===== src/rtl/dmem_arbiter.sv =====
// dmem_arbiter: shares a single-port word memory between the core LSU (port 0)
// and the debug/DMA port (port 1). Sub-word stores run as read-modify-write.
// Loads are lane-selected and sign/zero extended before they are returned.
// Optional feature macro: DMEM_ARB_RR_EN selects two-way round-robin
// arbitration. When it is undefined, port 0 has fixed priority.
module dmem_arbiter #(
    parameter int ADDR_W = 32
) (
    input  logic              clk,
    input  logic              rst,
    input  logic              p0_req,
    output logic              p0_gnt,
    input  logic              p0_we,
    input  logic [1:0]        p0_size,
    input  logic              p0_unsigned,
    input  logic [ADDR_W-1:0] p0_addr,
    input  logic [31:0]       p0_wdata,
    output logic              p0_rsp_valid,
    output logic [31:0]       p0_rsp_rdata,
    output logic              p0_rsp_err,
    input  logic              p1_req,
    output logic              p1_gnt,
    input  logic              p1_we,
    input  logic [1:0]        p1_size,
    input  logic              p1_unsigned,
    input  logic [ADDR_W-1:0] p1_addr,
    input  logic [31:0]       p1_wdata,
    output logic              p1_rsp_valid,
    output logic [31:0]       p1_rsp_rdata,
    output logic              p1_rsp_err,
    output logic              mem_read,
    output logic              mem_write,
    output logic [31:0]       mem_addr,
    output logic [31:0]       mem_wdata,
    input  logic [31:0]       mem_rdata
);

    typedef enum logic [1:0] {
        IDLE = 2'd0,
        RMW  = 2'd1,
        RESP = 2'd2
    } state_t;

    localparam logic [1:0] SZ_BYTE = 2'b00;
    localparam logic [1:0] SZ_HALF = 2'b01;
    localparam logic [1:0] SZ_WORD = 2'b10;

    state_t      state;
    logic        port_r;
    logic [29:0] waddr_r;
    logic [31:0] rdata_r;
    logic        err_r;
    logic [31:0] merged_r;

    logic        prefer_p1_s;
    logic        any_gnt_s;
    logic        sel_we_s;
    logic [1:0]  sel_size_s;
    logic        sel_uns_s;
    logic [31:0] sel_addr_s;
    logic [31:0] sel_wdata_s;
    logic        sel_err_s;
    logic        rsp_active_s;

    // Misaligned half/word accesses and the reserved size encoding are errors.
    function automatic logic access_err(input logic [1:0] size, input logic [1:0] lo);
        logic e;
        case (size)
            SZ_BYTE: e = 1'b0;
            SZ_HALF: e = lo[0];
            SZ_WORD: e = (lo != 2'b00);
            default: e = 1'b1;
        endcase
        return e;
    endfunction

    // Pick the addressed lane out of a memory word and extend it to 32 bits.
    function automatic logic [31:0] load_extend(input logic [31:0] word, input logic [1:0] size,
                                                input logic [1:0] lo, input logic uns);
        logic [31:0] shifted;
        logic [31:0] r;
        shifted = word >> {lo, 3'b000};
        case (size)
            SZ_BYTE: r = uns ? {24'h000000, shifted[7:0]} : {{24{shifted[7]}}, shifted[7:0]};
            SZ_HALF: r = uns ? {16'h0000, shifted[15:0]} : {{16{shifted[15]}}, shifted[15:0]};
            default: r = word;
        endcase
        return r;
    endfunction

    // Replace only the addressed byte or half of the old word with store data.
    function automatic logic [31:0] merge_word(input logic [31:0] old, input logic [31:0] wd,
                                               input logic [1:0] size, input logic [1:0] lo);
        logic [31:0] m;
        m = old;
        case (size)
            SZ_BYTE: m[{lo, 3'b000} +: 8] = wd[7:0];
            SZ_HALF: begin
                if (lo[1]) begin
                    m[31:16] = wd[15:0];
                end else begin
                    m[15:0] = wd[15:0];
                end
            end
            default: m = wd;
        endcase
        return m;
    endfunction

`ifdef DMEM_ARB_RR_EN
    logic last_r;

    // Remember which port was granted last so a tie goes to the other one.
    always_ff @(posedge clk) begin
        if (rst) begin
            last_r <= 1'b1;
        end else if (any_gnt_s) begin
            last_r <= p1_gnt;
        end else begin
            last_r <= last_r;
        end
    end

    assign prefer_p1_s = ~last_r;
`else
    assign prefer_p1_s = 1'b0;
`endif

    // Grant at most one port, and only while idle and out of reset.
    always_comb begin
        p0_gnt = 1'b0;
        p1_gnt = 1'b0;
        if (state == IDLE && !rst) begin
            if (p0_req && p1_req) begin
                if (prefer_p1_s) begin
                    p1_gnt = 1'b1;
                end else begin
                    p0_gnt = 1'b1;
                end
            end else if (p0_req) begin
                p0_gnt = 1'b1;
            end else if (p1_req) begin
                p1_gnt = 1'b1;
            end else begin
                p0_gnt = 1'b0;
            end
        end else begin
            p1_gnt = 1'b0;
        end
    end

    assign any_gnt_s   = p0_gnt | p1_gnt;
    assign sel_we_s    = p1_gnt ? p1_we       : p0_we;
    assign sel_size_s  = p1_gnt ? p1_size     : p0_size;
    assign sel_uns_s   = p1_gnt ? p1_unsigned : p0_unsigned;
    assign sel_addr_s  = p1_gnt ? 32'(p1_addr) : 32'(p0_addr);
    assign sel_wdata_s = p1_gnt ? p1_wdata    : p0_wdata;
    assign sel_err_s   = access_err(sel_size_s, sel_addr_s[1:0]);

    // Memory strobes: the first access happens in the grant cycle; RMW writes back.
    always_comb begin
        mem_read  = 1'b0;
        mem_write = 1'b0;
        mem_addr  = 32'h0000_0000;
        mem_wdata = 32'h0000_0000;
        case (state)
            IDLE: begin
                if (any_gnt_s) begin
                    mem_addr = {sel_addr_s[31:2], 2'b00};
                    if (sel_err_s) begin
                        mem_read = 1'b0;
                    end else if (sel_we_s && sel_size_s == SZ_WORD) begin
                        mem_write = 1'b1;
                        mem_wdata = sel_wdata_s;
                    end else begin
                        mem_read = 1'b1;
                    end
                end else begin
                    mem_read = 1'b0;
                end
            end
            RMW: begin
                mem_addr  = {waddr_r, 2'b00};
                mem_wdata = merged_r;
                if (!rst) begin
                    mem_write = 1'b1;
                end else begin
                    mem_write = 1'b0;
                end
            end
            default: begin
                mem_read = 1'b0;
            end
        endcase
    end

    // Transaction FSM: latch the granted request and register its results.
    always_ff @(posedge clk) begin
        if (rst) begin
            state    <= IDLE;
            port_r   <= 1'b0;
            waddr_r  <= 30'h0;
            rdata_r  <= 32'h0000_0000;
            err_r    <= 1'b0;
            merged_r <= 32'h0000_0000;
        end else begin
            case (state)
                IDLE: begin
                    if (any_gnt_s) begin
                        port_r   <= p1_gnt;
                        waddr_r  <= sel_addr_s[31:2];
                        err_r    <= sel_err_s;
                        merged_r <= merge_word(mem_rdata, sel_wdata_s, sel_size_s, sel_addr_s[1:0]);
                        if (!sel_err_s && !sel_we_s) begin
                            rdata_r <= load_extend(mem_rdata, sel_size_s, sel_addr_s[1:0], sel_uns_s);
                        end else begin
                            rdata_r <= 32'h0000_0000;
                        end
                        if (!sel_err_s && sel_we_s && sel_size_s != SZ_WORD) begin
                            state <= RMW;
                        end else begin
                            state <= RESP;
                        end
                    end else begin
                        state <= IDLE;
                    end
                end
                RMW:     state <= RESP;
                RESP:    state <= IDLE;
                default: state <= IDLE;
            endcase
        end
    end

    assign rsp_active_s = (state == RESP) && !rst;
    assign p0_rsp_valid = rsp_active_s && !port_r;
    assign p1_rsp_valid = rsp_active_s &&  port_r;
    assign p0_rsp_rdata = p0_rsp_valid ? rdata_r : 32'h0000_0000;
    assign p1_rsp_rdata = p1_rsp_valid ? rdata_r : 32'h0000_0000;
    assign p0_rsp_err   = p0_rsp_valid & err_r;
    assign p1_rsp_err   = p1_rsp_valid & err_r;

endmodule


===== config.mk =====
export PLATFORM = sky130hd
export DESIGN_NAME = dmem_arbiter
export DESIGN_NICKNAME = d
export VERILOG_FILES = /design/src/rtl/dmem_arbiter.sv
export SDC_FILE = /design/constraint.sdc
export NUM_CORES = 1
export LEC_CHECK = 0
export ABC_AREA = 1
export CAP_MARGIN = 20
export CORE_MARGIN = 2
export CORE_UTILIZATION = 43
export CTS_CLUSTER_DIAMETER = 30
export CTS_CLUSTER_SIZE = 16
export DETAILED_ROUTE_END_ITERATION = 10
export PLACE_DENSITY = 0.82
export SYNTH_ARGS = -nofsm -noshare
export SYNTH_HDL_FRONTEND = slang
export SYNTH_SLANG_ARGS = --single-unit
export TNS_END_PERCENT = 20

===== constraint.sdc =====
create_clock -name clk -period 3.25 [get_ports clk]
set_clock_uncertainty 0.15 [all_clocks]
set_input_delay 0.325 -clock clk [delete_from_list [all_inputs] [get_ports clk]]
set_output_delay 0.325 -clock clk [all_outputs]
set_load 0.005 [all_outputs]

==> results list, run 1 <==
- Critical path class: primary input to output port
* EDFF count, synth: 0
- In this run, CTS created clock tree buffers numbering 9.
- The worst register-to-register path has a depth of 15.
- Tightest Pin Transition: 784 ps
- Setup repair after global routing could not meet its margin everywhere.
* Core region area: 15900 um^2
- Fraction of synthesis flops using an asynchronous set or reset pin: 0%
- YS warnings: 0
* Clock sinks: 98
- Summing all flip-flop and latch instances after layout gives 1960 um^2.
- Sequential cell area fraction in the yosys report: 27.8%
* Number of distinct standard cells referenced by the synthesized netlist: 36
- Overall power of the completed layout: 3.58 mW
- Total number of H-tree levels: 3
* Type of the most critical hold path: flop to flop
* Total power density per cell area: 328 nW/um^2
- Gr ovfl total: 0
- Achievable clock frequency: 0.312 GHz
- Once the floorplan was initialized, standard cells occupied 44.3% of the core.
- Fraction of layout instances using a drive strength above 1: 7.71%
* Initial antenna violation count: 0
- The flow ran to the end, and the final reports show no timing, DRC or antenna violations.
* CTS max path bufs: 2
- Count of nets left with antenna violations after detail routing: 0
* Yosys top cell area share: 27.8%
* Die extent in y: 132 um
- Worst hold start: waddr_r[21]
- Clk slew on worst S/H paths: 70 ps
- STA classifies the critical path startpoint as a primary input.
- Number of cells on the worst hold path: 2
* Pin count of the biggest net entering global routing: 71
- Area of the die: 17500 um^2
- Peak supply drop: 0.242 mV
- Along the worst path, the maximum fanout reaches 10.
* Port-buffer cells: 305
* TritonCTS clock tree: built
- CP max stage delay: 530 ps
- Buffering stage count on the worst path with inverters included: 5
* DRC viols: 0
* Number of global-route vias before repair: 8494
* Fillers: 1457
* Launch instance of the worst register-to-register path: state[1]
* Root Buffer: sky130_fd_sc_hd__clkbuf_16
- Global placer's final weighted congestion: 1.03
* Total negative slack: 0 ps
* Routed wirelength normalized by instance count: 17.0 um
* Count of max-cap constraint violations: 0
- Slew HR: 47.7%
- Final hold violation count: 0
- First-pass GRT wire length: 45.0 mm
- Setup violations remaining at the end of the flow were counted as 0.
* Gate Count Post-Synth: 1203
- Overall routed net length: 29.2 mm
- The average instance in the mapped netlist occupies 5.87 um^2.
* Total area of multi-input combinational cells: 4190 um^2
* Count of state elements after synthesis: 98
- The worst hold path terminates at waddr_r[21].
- Number of diodes added for antenna fixing: 0
- The worst setup path is captured at an output port.
- R2r setup slk: 410 ps
- Slowest cell on the critical path: sky130_fd_sc_hd__clkdlybuf4s50_1
- Total number of nets in the final design: 1674
- In this run, the number of DRC markers left after iteration 0 of detailed routing was 779.
- Fin. max-slew vios: 0
- The endpoint identified for the worst register-to-register timing path is rdata_r[21].
- Cell Count, Final, Fillers Out: 1720
- The first detailed-routing pass ran for 5 iterations.
- CTS Hold Bufs: 0
* Via count normalized by instance count: 5.32
* Area of the mapped netlist: 7060 um^2
* Worst-path cell chain: clkdlybuf4s50_1, inv_1, nor2_4, nand3_4, nand2_1, o21ai_2, nor2_2, nand2_1, nor2_4, inv_4, buf_12, o22ai_1, clkdlybuf4s50_1
* Crit-path leading delay family: buffers and inverters
- Number of placement rows: 46
* Layout Cell Area excl Fill: 10900 um^2
- Counting I/O delays and the setup requirement, the final critical path takes 3210 ps.
* Total Routing Usage GR: 32.1%
- Sorting the synthesized cells by area gives the leading types as sky130_fd_sc_hd__dfxtp_1, sky130_fd_sc_hd__nand2_1, sky130_fd_sc_hd__o21ai_0.
- Summing over every cut layer, the via total after detailed routing is 9151.
- The synthesized design spends more area on one cell type than any other, namely sky130_fd_sc_hd__dfxtp_1.
* Ratio of final minimum period to clock period: 98.7%
- After legalization and detailed placement, the total HPWL measured 22.3 mm.
- Synth-to-Final Area Change: 54.3%
* Leakage power figure: 4.62 nW
- After detailed placement, the design holds a cell count of 1697.
- Clock insertion delay at the later pin of the skew report: 350 ps
* Most instantiated flip-flop cell in the synthesis netlist: sky130_fd_sc_hd__dfxtp_1
* Worst EP required: 2770 ps
* Die X: 132 um
- Num ports: 308
* Arrival time at the worst endpoint: 2730 ps
* Leading cell types in the layout, fill and taps excluded: sky130_fd_sc_hd__nand2_1, sky130_fd_sc_hd__clkdlybuf4s50_1, sky130_fd_sc_hd__nor2_1, sky130_fd_sc_hd__inv_1, sky130_fd_sc_hd__o21ai_0
* Post-Place Cell Area: 10500 um^2
## area by class of cell
cell class	count	area share, %
multi-input cells	874	38.4
flip-flops and latches	98	18.0
inverters	153	5.35
clock inverters	6	0.459
repair buffers	363	33.1
clock buffers	10	2.19
well taps	216	2.48
## worst max-delay path by stage
stage,start,to,slack (ps),cells past startpoint
2_1_floorplan,rst,merged_r[10],710,13
3_3_place_gp,p1_req,mem_wdata[4],-50,13
3_5_place_dp,p1_req,mem_wdata[6],-120,13
4_1_cts,p0_req,mem_addr[3],7,10
5_1_grt,p1_req,mem_wdata[7],-70,13
6_report,p1_req,mem_wdata[6],40,13
## report_power, final
part | switching, mW | total (mW) | leakage [nW] | internal [mW]
clock | 0.514 | 1.06 | 0.141 | 0.550
combinational | 0.660 | 1.18 | 3.68 | 0.519
sequential | 0.0459 | 1.33 | 0.801 | 1.29
## sequential cells by signal (all words and copies together), names as in the netlist
register  cells
waddr_r      30
rdata_r      32
state         2
port_r        1
merged_r     32
err_r         1
## worst register-to-register path: stages, from the launching register on
cell	delay, ps
sky130_fd_sc_hd__dfxtp_1	460
sky130_fd_sc_hd__nor2_8	70
sky130_fd_sc_hd__nand3_4	130
sky130_fd_sc_hd__buf_4	150
sky130_fd_sc_hd__buf_12	220
sky130_fd_sc_hd__inv_6	70
sky130_fd_sc_hd__buf_12	150
sky130_fd_sc_hd__buf_4	150
sky130_fd_sc_hd__nand2_1	50
sky130_fd_sc_hd__nand2_1	120
sky130_fd_sc_hd__buf_4	210
sky130_fd_sc_hd__a21oi_1	210
sky130_fd_sc_hd__nand3_1	150
sky130_fd_sc_hd__nand2_4	220
sky130_fd_sc_hd__nand3_1	130
sky130_fd_sc_hd__a21oi_1	130
## synth_stat cells, types with 15 or more instances
cell type                    n
sky130_fd_sc_hd__buf_2      17
sky130_fd_sc_hd__o21ai_0   127
sky130_fd_sc_hd__clkbuf_1   46
sky130_fd_sc_hd__dfxtp_1    98
sky130_fd_sc_hd__a21oi_1   112
sky130_fd_sc_hd__nand3_1    38
sky130_fd_sc_hd__a31oi_1    17
sky130_fd_sc_hd__a22oi_1    15
sky130_fd_sc_hd__nand2_1   292
sky130_fd_sc_hd__o22ai_1    22
sky130_fd_sc_hd__inv_1     146
sky130_fd_sc_hd__o211ai_1   26
sky130_fd_sc_hd__nor2_1    165
## metrics by stage
step | util, % | setup WS (ps) | hold slack [ps]
floorplan | - | 714 | 294
global placement | 65.8 | -53.8 | 301
detailed placement | 65.8 | -115 | 307
CTS | 67.8 | 7.40 | 318
global route | 68.3 | -72.3 | 332
finish | 68.3 | 41.5 | 318
## routing by layer
metal / global-route usage [%] / routed length [um] / up-vias
met2: 54.3 / 13800 / 456
met5: 0 / 0 / -
met4: 11.8 / 894 / 0
met1: 39.8 / 11800 / 4155
met3: 7.46 / 2660 / 59
li1: - / - / 4481
## what timing repair did
item	4_1_cts	5_1_grt
gates resized for setup	3	20
cloned	0	1
pin swaps	1	6
setup endpoints to repair	11	51
buffers inserted	2	4
## cells by family after synthesis
logic type	after synthesis	synth area share, %
AOI/OAI and AO/OA	332	26.1
adders and majority gates	3	0.532
DFF	98	27.8
muxes	8	1.13
buffers and inverters	233	13.3
other	1	0.0531
and+or+nand+nor	528	31.1
Power figures use the tool's default switching activity.
==> run 2, diff against run 1 <==
--- a/config.mk
+++ b/config.mk
@@ -13,6 +13,7 @@
 export CTS_CLUSTER_SIZE = 16
 export DETAILED_ROUTE_END_ITERATION = 10
 export PLACE_DENSITY = 0.82
+export RECOVER_POWER = 50
 export SYNTH_ARGS = -nofsm -noshare
 export SYNTH_HDL_FRONTEND = slang
 export SYNTH_SLANG_ARGS = --single-unit
==> constraint.sdc (replaced) <==
create_clock -name clk -period 3.4 [get_ports clk]
set_clock_uncertainty 0.15 [all_clocks]
set_input_delay 0.34 -clock clk [delete_from_list [all_inputs] [get_ports clk]]
set_output_delay 0.34 -clock clk [all_outputs]
set_load 0.005 [all_outputs]
==> run 2 against run 1 <==
  * Critical path depth decreased by 3
  * Worst setup slack improved by 15 ps
  * First-iteration DRC count decreased by 8.6%
  * Non-clock buffer count decreased by 7
  * Sequential cell count unchanged
  * Combinational power decreased by 6%
==> results list, run 2 (same netlist as run 1, synthesis figures left out) <==
- The run finished with clean final reports.
- The worst path in the final design needs a cycle of 3340 ps, including I/O delays and setup.
- Clk slew on worst S/H paths: 70 ps (about the same)
- The required time of the worst setup path is 2910 ps (+140 ps).
* Number of placement rows: 46 (unchanged)
* Leading cell types in the layout, fill and taps excluded: sky130_fd_sc_hd__clkdlybuf4s50_1, sky130_fd_sc_hd__nand2_1, sky130_fd_sc_hd__nor2_1, sky130_fd_sc_hd__inv_1, sky130_fd_sc_hd__o21ai_0
* Met2 Track Usage GR: 55.5% (+1.3 points)
* Cell Count, Final, Fillers Out: 1712 (-0.47%)
- The total global routing track utilization was 32.7% (+0.65 points).
- Sequential standard cell area: 1960 um^2 (unchanged)
- Buffering stage count on the worst path with inverters included: 6 (+1)
- The maximum level of the CTS H-tree came to 3 (unchanged).
- Final setup vio count: 0 (unchanged)
- Total negative slack: 0 ps (unchanged)
- Static timing analysis puts the maximum clock frequency at 0.299 GHz.
- Area of the die: 17500 um^2 (unchanged)
- Starting utilization of the core area: 44.3% (unchanged)
- Port-buffer cells: 305 (unchanged)
* Pin count of the biggest net entering global routing: 72 (+1.4%)
- Layout Cell Area excl Fill: 10800 um^2 (-0.95%)
- Post-DP HPWL: 22.2 mm (-0.58%)
- The worst setup path is captured at an output port.
- Fraction of layout instances using a drive strength above 1: 7.09% (-0.63 points)
* Final hold violation count: 0 (unchanged)
* Post-route worst hold slack: 316 ps (-2.66 ps)
* Grt peak-use layer: met2
- TritonCTS built the clock tree.
- The clock sink total came to 98 (unchanged).
- Synth-to-Final Area Change: 52.8%
* Clock insertion delay at the later pin of the skew report: 350 ps (about the same)
- The largest individual stage delay along the critical path comes from the cell sky130_fd_sc_hd__clkdlybuf4s50_1.
- The delay contributed by the slowest stage of the critical path came to 520 ps (about the same).
- Global placer's final weighted congestion: 0.998 (-3.4%)
- The actual slew at the worst max-slew pin came to 789 ps (+4.38 ps).
* Leading cell type in the layout, fill and taps excluded: sky130_fd_sc_hd__clkdlybuf4s50_1
* Via count normalized by instance count: 5.38 (+1.0%)
* Type of the most critical hold path: flop to flop
- Overall power of the completed layout: 3.45 mW (-3.4%)
- The sum of overflow across all layers after global routing was 0 (unchanged).
- Root Buffer: sky130_fd_sc_hd__clkbuf_16
- The total placed cells including tap cells was 1692 (-0.29%).
- DRT iter0 DRCs: 712 (-8.6%)
- The antenna diode instance count is 0 (unchanged).
- Count of max-cap constraint violations: 0 (unchanged)
* Fin. max-slew vios: 0 (unchanged)
- Overall routed net length: 29.2 mm (about the same)
- Slew HR: 47.4% (-0.29 points)
- M3 GR Usage: 7.23% (-0.23 points)
- The largest vdd supply drop came to 0.225 mV (-7.0%).
- Number of CTS-inserted buffers: 9 (unchanged)
- The initial antenna violation count was 0 (unchanged).
- The arrival time of the worst setup path is 2850 ps (+120 ps).
- RSZ-0062 raised after global routing: false
* Worst-path cell chain: clkdlybuf4s50_1, nor2_4, nand3_4, buf_4, buf_12, inv_2, buf_12, o21ai_0, o21ai_0, clkdlybuf4s50_1
* Post-Place Cell Area: 10400 um^2 (-0.48%)
- Die extent in y: 132 um (unchanged)
* Number of vias after detailed routing: 9204 (+0.58%)
- Leakage power figure: 4.35 nW (-5.9%)
* Total number of nets in the final design: 1666 (-0.48%)
* Count of nets left with antenna violations after detail routing: 0 (unchanged)
* Routed wirelength normalized by instance count: 17.1 um (+0.49%)
- Highest net fanout along the worst path: 42 (+32)
- Critical Path Start Type: primary input
- CTS Hold Bufs: 0 (unchanged)
- Crit-path leading delay family: buffers and inverters
- The number of design rule violations left after detail routing was 0 (unchanged).
- First-pass GRT wire length: 45.8 mm (+1.8%)
- The met1 capacity usage during global routing is 40.1% (+0.31 points).
- The number of ports placed on the die boundary was 308 (unchanged).
- The first-pass iteration count of the detailed router was 5 (unchanged).
- The critical path is of the primary input to output port type.
- The number of fill cells in the layout was 1485 (+1.9%).
* Core region area: 15900 um^2 (unchanged)
- In the finished design, the share of the clock period the worst path needs comes to 98.3%.
- The via count of the first global-routing pass came to 8751 (+3.0%).
* Total area of multi-input combinational cells: 4170 um^2 (-0.42%)
* CTS max path bufs: 2 (unchanged)
- Total power density per cell area: 320 nW/um^2 (-2.5%)
- Top Registers: merged_r (32), rdata_r (32), waddr_r (30)
- Die X: 132 um (unchanged)
## run 2: stage by stage
step | util [%] | setup WS [ps]
after floorplan | - | 849
after global placement | 65.5 | 44.7
after detailed placement | 65.5 | -28.0
after CTS | 67.5 | 18.8
after global routing | 67.7 | 0.988
final | 67.7 | 56.6
## run 2: worst paths after layout
| path | cells after the start | slack, ps | to | start |
|---|---|---|---|---|
| worst max register to register | 12 | 610 | merged_r[13] | state[1] |
| worst min-delay path | 2 | 320 | waddr_r[21] | waddr_r[21] |
| worst min register to register | 2 | 320 | waddr_r[21] | waddr_r[21] |
| worst max-delay path | 10 | 60 | mem_addr[31] | p0_req |
## run 2: final cells by class
| type | instances | area share, % |
|---|---|---|
| multi-input cells | 873 | 38.6 |
| repair buffers | 356 | 32.6 |
| flip-flops and latches | 98 | 18.2 |
| inverters | 153 | 5.33 |
| well taps | 216 | 2.50 |
| clock buffers | 10 | 2.21 |
| clock inverters | 6 | 0.603 |
## run 2: worst reg2reg max path, delay by kind of cell (launching register included)
family	cells	cell delay, ps
simple gates	5	890
compound gates	3	480
buf+inv	3	440
fa+ha+maj	1	410
flops	1	380
## run 2: power breakdown
group	leakage, nW	switching [mW]	total, mW	internal (mW)
registers	0.801	0.0435	1.27	1.23
clock network	0.149	0.476	1.07	0.592
logic	3.40	0.625	1.11	0.486
## run 2: metal layers
metal	vias up	wire [um]
met4	0	1020
met2	470	13900
met5	-	0
li1	4466	-
met3	63	2850
met1	4205	11400
## run 2: what timing repair did
item | in CTS | in global routing
setup buffers | 0 | 4
endpoints found under the setup margin | 15 | 47
resized for setup | 1 | 2
pin swaps | 1 | 1
==> run 3, diff against run 2 <==
--- a/config.mk
+++ b/config.mk
@@ -8,11 +8,12 @@
 export ABC_AREA = 1
 export CAP_MARGIN = 20
 export CORE_MARGIN = 2
-export CORE_UTILIZATION = 43
+export CORE_UTILIZATION = 44
+export CTS_BUF_LIST = sky130_fd_sc_hd__clkbuf_4 sky130_fd_sc_hd__clkbuf_8
 export CTS_CLUSTER_DIAMETER = 30
 export CTS_CLUSTER_SIZE = 16
 export DETAILED_ROUTE_END_ITERATION = 10
-export PLACE_DENSITY = 0.82
+export PLACE_DENSITY = 0.83
 export RECOVER_POWER = 50
 export SYNTH_ARGS = -nofsm -noshare
 export SYNTH_HDL_FRONTEND = slang
==> run 3 against run 2 <==
  * Via count about the same
  * Fmax rose by 1.1%
  * Utilization shrank 0.66 points
  * Power is 9.7% lower
  * Routed wire length down 2.4%
  * Highest routed layer unchanged
==> results list, run 3 (same netlist as run 1, synthesis figures left out) <==
* Outcome: finished, final reports clean
- Crit path time final: 3310 ps (-35.7 ps)
* Via count normalized by instance count: 5.39 (+0.26%)
- The clock latency on the worst-skew pair was 390 ps (+40 ps).
- The worst hold path begins at rdata_r[2].
* Total power density per cell area: 295 nW/um^2 (-7.8%)
* RSZ-0062 raised after global routing: false
* Fillers: 1490 (+0.34%)
- Final setup vio count: 0 (unchanged)
* Final hold violation count: 0 (unchanged)
- The via count of the first global-routing pass is 8439 (-3.6%).
- CP max stage delay: 530 ps (about the same)
- Die X: 131 um (-1.1%)
- The fraction of power consumed by the clock network was 24.2% (-6.7 points).
- DRC viols: 0 (unchanged)
- Part of the total power dissipated in combinational logic: 35.0% (+2.8 points)
- Leading cell types in the layout, fill and taps excluded: sky130_fd_sc_hd__nand2_1, sky130_fd_sc_hd__clkdlybuf4s50_1, sky130_fd_sc_hd__nor2_1, sky130_fd_sc_hd__inv_1, sky130_fd_sc_hd__o21ai_0
- Global placer's final weighted congestion: 1.00 (+0.62%)
* R2r setup slk: 360 ps (-250 ps)
* Number of placement rows: 46 (unchanged)
* Slowest cell on the critical path: sky130_fd_sc_hd__clkdlybuf4s50_1
- Critical path class: primary input to output port
* Top Registers: merged_r (32), rdata_r (32), waddr_r (30)
- Number of diodes added for antenna fixing: 0 (unchanged)
- Grt peak-use layer: met2
* Post-placement worst setup slack: 37.3 ps (+65.3 ps)
* Total negative slack: 0 ps (unchanged)
- The total number of vias was 9196 (-0.087%).
- Leakage power figure: 4.31 nW (-0.82%)
- Post-route worst hold slack: 318 ps (+2.34 ps)
- Root Buffer: sky130_fd_sc_hd__clkbuf_8
- The total placed cells including tap cells was 1690 (-0.12%).
- The initial detailed-routing violation count was 750 (+5.3%).
* Number of CTS-inserted buffers: 9 (unchanged)
* Total number of nets in the final design: 1660 (-0.36%)
- Port-buffer cells: 305 (unchanged)
* Post-DP HPWL: 22.1 mm (-0.28%)
* Highest net fanout along the worst path: 18 (-57%)
- Reported net switching power: 1.12 mW (-1.8%)
* Sequential power share: 40.9% (+4.0 points)
* Overall power of the completed layout: 3.12 mW (-9.7%)
- Count of max-cap constraint violations: 0 (unchanged)
- Met2 Track Usage GR: 55.3% (-0.26 points)
- The clock-pin slew on the worst setup and hold paths was 100 ps (+30 ps).
- Core utilization of the finished layout: 67.0% (-0.66 points)
- Achievable clock frequency: 0.302 GHz (+1.1%)
* Starting utilization of the core area: 44.8% (+0.48 points)
- Pin count of the biggest net entering global routing: 70 (-2.8%)
- The global-route wire length before repair was 43.2 mm (-5.6%).
- STA classifies the critical path endpoint as an output port.
- The number of ports placed on the die boundary was 308 (unchanged).
- The area growth from synthesis to layout is 49.7%.
* TritonCTS clock tree: built
- The length in cells of the worst reg-to-reg path is 10 (-2).
- The part of the cycle the worst path needs came to 97.3% (-1.1 points).
- The worst-case headroom to the max-slew limit came to 4.84% (-43 points).
* Initial antenna violation count: 0 (unchanged)
* Reg2Reg Capture Point: merged_r[4]
- Least setup slack across all paths after layout: 92.3 ps (+35.7 ps)
* Total internal power: 1.99 mW (-14%)
- Arrival time at the worst endpoint: 2820 ps (-30 ps)
- Peak supply drop: 0.206 mV (-8.7%)
- The fraction of layout cells with a size suffix above 1 was 6.17% (-0.91 points).
* Type of the most critical hold path: flop to flop
* Initial DRT Pass Iterations: 6 (+1)
* Launch instance of the worst register-to-register path: state[1]
- Global routing usage on met1: 39.1% (-0.96 points)
* Fin. max-slew vios: 0 (unchanged)
- Post-Place Cell Area: 10400 um^2 (-0.26%)
- CTS max path bufs: 2 (unchanged)
* Routed wirelength normalized by instance count: 16.7 um (-2.1%)
* Die extent in y: 131 um (-1.1%)
- Clock sinks: 98 (unchanged)
* Core region area: 15800 um^2 (-1.1%)
* Count of nets left with antenna violations after detail routing: 0 (unchanged)
- The wire length after detailed routing is 28.5 mm (-2.4%).
* Cell Count, Final, Fillers Out: 1706 (-0.35%)
* Total number of H-tree levels: 3 (unchanged)
- Walking the worst path, the cells encountered are clkdlybuf4s50_1, nor2_4, nand3_4, nand2_1, nand2_2, nor2_1, nand2_1, nor2_4, buf_12, a22oi_1, nor2_1, clkdlybuf4s50_1.
- STA classifies the critical path startpoint as a primary input.
- The worst hold path terminates at rdata_r[2].
- M3 GR Usage: 7.94% (+0.71 points)
* Layout Cell Area excl Fill: 10600 um^2 (-2.0%)
* Number of cells on the worst hold path: 2 (unchanged)
- Total Routing Usage GR: 32.4% (-0.31 points)
- The hold-fix buffer count after cts was 0 (unchanged).
* Leading cell type in the layout, fill and taps excluded: sky130_fd_sc_hd__nand2_1
- Tightest Pin Transition: 1430 ps (+639 ps)
* Worst EP required: 2910 ps (about the same)
- Gr ovfl total: 0 (unchanged)
- The area enclosed by the die boundary came to 17100 um^2 (-2.2%).
* # Post-CTS Setup Buffers: 0 (unchanged)
* Sw Share: 36.0% (+2.9 points)
-- run 3: worst max-delay path: cells and delay by family --
kind                   cells  cell delay (ps)
and+or+nand+nor            8             1210
buffers and inverters      3             1170
AOI/OAI and AO/OA          1               80
-- run 3: repair_timing --
item                                    4_1_cts  5_1_grt
hold endpoints to repair                      0        0
endpoints found under the setup margin        0       28
resized for setup                             0        1
-- run 3: metal layers --
layer  up-vias  part of all wire, %
met1      4151                   39
met5         -                    0
met3        76                   10
met2       518                   47
li1       4451                    -
met4         0                  3.9
-- run 3: final cells by class --
| cell class | count | area [um^2] | area share (%) |
|---|---|---|---|
| inverters | 153 | 576 | 5.44 |
| clock buffers | 10 | 138 | 1.30 |
| multi-input cells | 873 | 4160 | 39.3 |
| repair buffers | 350 | 3420 | 32.3 |
| clock inverters | 6 | 50.0 | 0.473 |
| well taps | 216 | 270 | 2.56 |
| flip-flops and latches | 98 | 1960 | 18.6 |
-- run 3: power groups by stage --
stage	sequential [mW]	combinational (mW)	clock (mW)
after floorplan	1.28	0.579	0
after global placement	1.30	1.07	0
after detailed placement	1.30	1.08	0
after CTS	1.27	1.09	0.763
after global routing	1.28	1.19	0.809
final	1.27	1.09	0.754
-- run 3: how the worst max path moves through the flow --
stage               startpoint  cells after the start       endpoint  slack [ps]
floorplan                  rst                     13   merged_r[10]         850
detailed placement      p1_req                     13  mem_wdata[14]          40
CTS                     p1_req                     13  mem_wdata[14]          30
global placement        p1_req                     13  mem_wdata[23]         130
finish                  p0_req                     12  mem_wdata[14]          90
global route            p0_req                     12   merged_r[18]          10
